**config.mk**
```make
export PLATFORM = sky130hd
export DESIGN_NAME = multiplier
export DESIGN_NICKNAME = d
export VERILOG_FILES = /design/src/rtl/multiplier.sv
export SDC_FILE = /design/constraint.sdc
export NUM_CORES = 1
export LEC_CHECK = 0
export ABC_AREA = 0
export BUFFER_PORTS_ARGS = -buffer_cell sky130_fd_sc_hd__buf_2
export CAP_MARGIN = 20
export CORE_UTILIZATION = 58
export DETAILED_ROUTE_END_ITERATION = 16
export MAX_ROUTING_LAYER = met4
export PLACE_DENSITY = 0.78
export SETUP_SLACK_MARGIN = 0.5
export SKIP_LAST_GASP = 1
export SLEW_MARGIN = 15
export SYNTH_ARGS = -nofsm -noshare
export SYNTH_HDL_FRONTEND = slang
export SYNTH_SLANG_ARGS = --single-unit
```
**constraint.sdc**
```tcl
create_clock -name clk -period 5.8 [get_ports clk]
set_input_delay 1.16 -clock clk [delete_from_list [all_inputs] [get_ports clk]]
set_output_delay 1.16 -clock clk [all_outputs]
set_load 0.02 [all_outputs]
```
**src/rtl/multiplier.sv**
```systemverilog
// multiplier: multi-cycle IEEE-754 single-precision multiplier with serial shift-add significand product
module multiplier (
  input  logic        clk,
  input  logic        rst,
  input  logic [31:0] A,
  input  logic [31:0] B,
  output logic [31:0] P,
  output logic        done
);
  typedef enum logic [1:0] {LOAD, MUL, NORM, DONE} state_t;
  state_t state, state_nx;
  logic [31:0] a_r, b_r, p_nx;
  logic [47:0] acc, mcand;
  logic [4:0] cnt;
  logic [23:0] sig_b, frac_w;
  logic signed [9:0] exp_s;
  logic a_nan, b_nan, a_inf, b_inf, a_zero, b_zero, sgn;
  always_comb begin
    state_nx = state;
    case (state)
      LOAD: state_nx = MUL;
      MUL:  state_nx = (cnt == 5'd23) ? NORM : MUL;
      NORM: state_nx = DONE;
      default: state_nx = DONE;
    endcase
  end
  always_comb begin
    sgn    = a_r[31] ^ b_r[31];
    a_zero = a_r[30:23] == 8'd0;
    b_zero = b_r[30:23] == 8'd0;
    a_inf  = a_r[30:23] == 8'hFF && a_r[22:0] == 23'd0;
    b_inf  = b_r[30:23] == 8'hFF && b_r[22:0] == 23'd0;
    a_nan  = a_r[30:23] == 8'hFF && a_r[22:0] != 23'd0;
    b_nan  = b_r[30:23] == 8'hFF && b_r[22:0] != 23'd0;
    sig_b  = b_zero ? 24'd0 : {1'b1, b_r[22:0]};
    exp_s  = $signed({2'b00, a_r[30:23]}) + $signed({2'b00, b_r[30:23]}) - 10'sd127
           + $signed({9'd0, acc[47]});
    frac_w = {1'b0, acc[47] ? acc[46:24] : acc[45:23]};
    p_nx   = (a_nan || b_nan || (a_inf && b_zero) || (b_inf && a_zero)) ? 32'h7FC00000 :
             (a_inf || b_inf)          ? {sgn, 8'hFF, 23'd0} :
             (a_zero || b_zero)        ? {sgn, 31'd0} :
             (exp_s >= 10'sd255)       ? {sgn, 8'hFF, 23'd0} :
             (exp_s <= 10'sd0)         ? {sgn, 31'd0} :
                                         {sgn, exp_s[7:0], frac_w[22:0]};
  end
  always_ff @(posedge clk or negedge rst) begin
    if (!rst) begin
      state <= LOAD;
      a_r   <= '0;
      b_r   <= '0;
      acc   <= '0;
      mcand <= '0;
      cnt   <= '0;
      P     <= '0;
      done  <= 1'b0;
    end else begin
      state <= state_nx;
      if (state == LOAD) begin
        a_r   <= A;
        b_r   <= B;
        acc   <= '0;
        cnt   <= '0;
        mcand <= {24'd0, (A[30:23] == 8'd0) ? 24'd0 : {1'b1, A[22:0]}};
      end
      if (state == MUL) begin
        acc   <= acc + (sig_b[cnt] ? mcand : 48'd0);
        mcand <= mcand << 1;
        cnt   <= cnt + 5'd1;
      end
      if (state == NORM) begin
        P    <= p_nx;
        done <= 1'b1;
      end
    end
  end
endmodule

```
==> impl_metrics.csv <==
group,metric,value,unit
power_and_ir_drop,vdd_drop_max,0.0002200,V
power_and_ir_drop,p_total,4.389,mW
setup_path,slowest_stage,"mux4_2",
clock_tree,cts-root-buf,"clkbuf_16",
finish,final_area,12970,um^2
finish,syn_to_final_growth,10.19,%
finish,final_layout_size_suffix_gt1_frac,0.1851,
finish,antennaDiodeCount,0,
drt,viasPerCell,5.907,
global_routing,grt_overflow,0,
global_routing,grt_pass1_wl,43.92,mm
setup_path,timing.rr.end,"acc[46]",
setup_path,required,6.14,ns
drt,ant_nets,0,
drt,drc,0,
finish,final_common_cell,"dfrtp_1",
global_routing,grt_pass1_vias,8809,
sta,setup_viol,0,
worst_hold_path,hold_start,"done",
die,start_util,0.5991,
power_and_ir_drop,p_per_area,338.3,nW/um^2
job,drv_cap,0,
die,die_h,144.5,um
finish,nets,1432,
logic_synthesis,ys_seq_area_frac,0.4251,
logic_synthesis,yosysWarnings,0,
setup_path,crit_arrival,5.38,ns
sta,worst_slack,0.7657,ns
sta,fin_crit_sh,0.8680,
placement,hpwl,18.94,mm
placement,io_buffers,98,
setup_path,cp-end-kind,"flip-flop",
setup_path,reg2reg_from,"cnt[0]",
finish,multi_input_area,6432,um^2
sta,relSlewSlack,0.3608,
sta,min_period,5.034,ns
clock_tree,cts_buffers,17,
clock_tree,clk_path_buf_depth,2,
logic_synthesis,synth_nets,1369,
worst_hold_path,hp-class,"reg2reg",
worst_hold_path,min_path_cells,1,
drt,wire_per_inst,16.47,um
clock_tree,cts_sinks,200,
finish,seqCellArea,5010,um^2
sta,clock.fmax,198.6,MHz
setup_path,worstPathCellList,"mux4_2, mux4_2, a21oi_1, a21oi_4, and2_1, ha_1, fa_1, a21o_1, a21bo_1, o21a_1, o21ai_1, nand4_1, a41o_1, a21oi_4, nor3_1, o31a_1, o31ai_1",
logic_synthesis,ys_ff_latch,200,
drt,dr.pass1.iters,5,
setup_path,rrSetupSlack,0.77,ns
setup_path,cpPeakStageDelay,0.53,ns
global_routing,grtUsageTotal,0.2736,
clock_tree,clk_pin_slew,0.07,ns
die,rows,51,
die,dieArea,20870,um^2
setup_path,crit_path_start_kind,"flip-flop",
logic_synthesis,syn_area,11770,um^2
logic_synthesis,async_flop_share,1.000,
setup_path,critPathMaxFanout,23,
placement,gp_congestion,0.9126,
logic_synthesis,netlist_instances,1237,
sta,tightest_slew,0.9578,ns
sta,final_max_slew_viol_count,0,
placement,place_ws,0.7146,ns
logic_synthesis,syn_area_per_cell,9.518,um^2
sta,hold_viol,0,
finish,final_cell_mix,"198 x dfrtp_1, 194 x nand2_1, 120 x o21ai_0",
finish,num-fill-cells,1618,
drt,drt_iter0_markers,597,
setup_path,crit_type,"reg2reg",
global_routing,antenna_found_initial,0,
sta,rsz0062_at_grt,"true",
setup_path,r2r_cells,17,
logic_synthesis,synth_cell_type_count,67,
die,dieWidth,144.5,um
sta,fin_tns_setup,0,ns
drt,wl,25.99,mm
worst_hold_path,hold_end,"done",
drt,vias,9322,
die,core_region_area,19650,um^2
sta,holdWs,0.4702,ns
global_routing,grt_max_degree,105,
power_and_ir_drop,p_leak,6.275,nW
clock_tree,post_cts_buffers,0,
clock_tree,htree_levels,4,
sta,finClkSkew,0.01295,ns
logic_synthesis,synth-edff-count,0,
clock_tree,clkLatencyLatePin,0.44,ns
logic_synthesis,synthFlopType,"dfrtp_1",
placement,placed_area,12410,um^2
outcome,outcome,"complete, no violations",
die,io_pins,99,
clock_tree,cts_tree,"yes",
==> flip-flops by register name, indices dropped and copies added (netlist names) <==
name and count:
mcand 48, b_r 32, cnt 5, acc 48, P 32, a_r 32, done 1, state 2
==> cell type report <==
cell class	instances	share of cell area
clock buffers	19	0.03414
clock inverters	13	0.008583
inverters	21	0.006076
multi-input cells	953	0.4958
flip-flops and latches	200	0.3862
well taps	265	0.02556
repair buffers	107	0.04369
==> worst max-delay path by stage <==
stage,cells past startpoint,from,end
3_5_place_dp,17,cnt[0],acc[46]
5_1_grt,17,cnt[0],acc[46]
3_3_place_gp,17,cnt[0],acc[46]
6_report,17,cnt[0],acc[46]
4_1_cts,17,cnt[0],acc[46]
2_1_floorplan,19,cnt[0],acc[46]
==> cells by family after synthesis <==
group,Yosys count,synth area share
adder cells (fa/ha/maj),66,0.07141
AO/OA/AOI/OAI,327,0.1740
XOR/XNOR,51,0.03794
buffers and inverters,84,0.03018
flip-flops,200,0.4251
multiplexers,94,0.09299
AND/OR/NAND/NOR,415,0.1684
==> cell usage after synthesis, types with 11 or more instances <==
library cell / number / area [um^2]
nor2_1: 47 / 176.4
o21ai_2: 20 / 175.2
nor2b_1: 12 / 75.07
a21o_1: 25 / 187.7
ha_1: 64 / 800.8
dfrtp_1: 200 / 5005
a21oi_1: 77 / 385.4
nor4_1: 17 / 106.4
xnor2_1: 29 / 254.0
inv_1: 21 / 78.83
mux2_2: 63 / 709.4
nand3_1: 14 / 70.07
nor3_1: 17 / 85.08
clkbuf_1: 53 / 198.9
nand4_1: 11 / 68.82
o21ai_0: 120 / 600.6
and3_1: 32 / 200.2
mux2i_1: 25 / 250.2
and2_1: 50 / 312.8
nand2_1: 194 / 728.2
xor2_1: 22 / 192.7
==> what timing repair did <==
action / CTS / global route
hold buffers: 0 / 0
gates resized for setup: 0 / 2
endpoints found under the setup margin: 0 / 4
==> power breakdown <==
| part | internal (mW) | switching [mW] |
|---|---|---|
| sequential | 1.68 | 0.220 |
| clock | 0.574 | 0.555 |
| combinational | 0.551 | 0.812 |
| total | 2.80 | 1.59 |
==> metrics by stage <==
step,util,cells
finish,0.6601,1578
global route,0.6601,1578
CTS,0.6597,1578
detailed placement,0.6315,1546
global placement,0.6315,1546
floorplan,-,1237
==> per-layer routing <==
layer	wire [um]	vias to the layer above	track usage
met1	12560	4501	0.3866
li1	-	4550	-
met2	12020	244	0.4155
met4	278	0	0.06814
met5	0	-	-
met3	1132	27	0.03808
==> worst max-delay path, delay by kind of cell (launching register included) <==
| family | cells | cell delay (ns) |
|---|---|---|
| fa+ha+maj | 2 | 0.62 |
| compound gates | 10 | 2.21 |
| mux | 2 | 1.00 |
| simple gates | 3 | 0.58 |
| flops | 1 | 0.51 |
No activity file was read; power rests on OpenSTA's default activity.
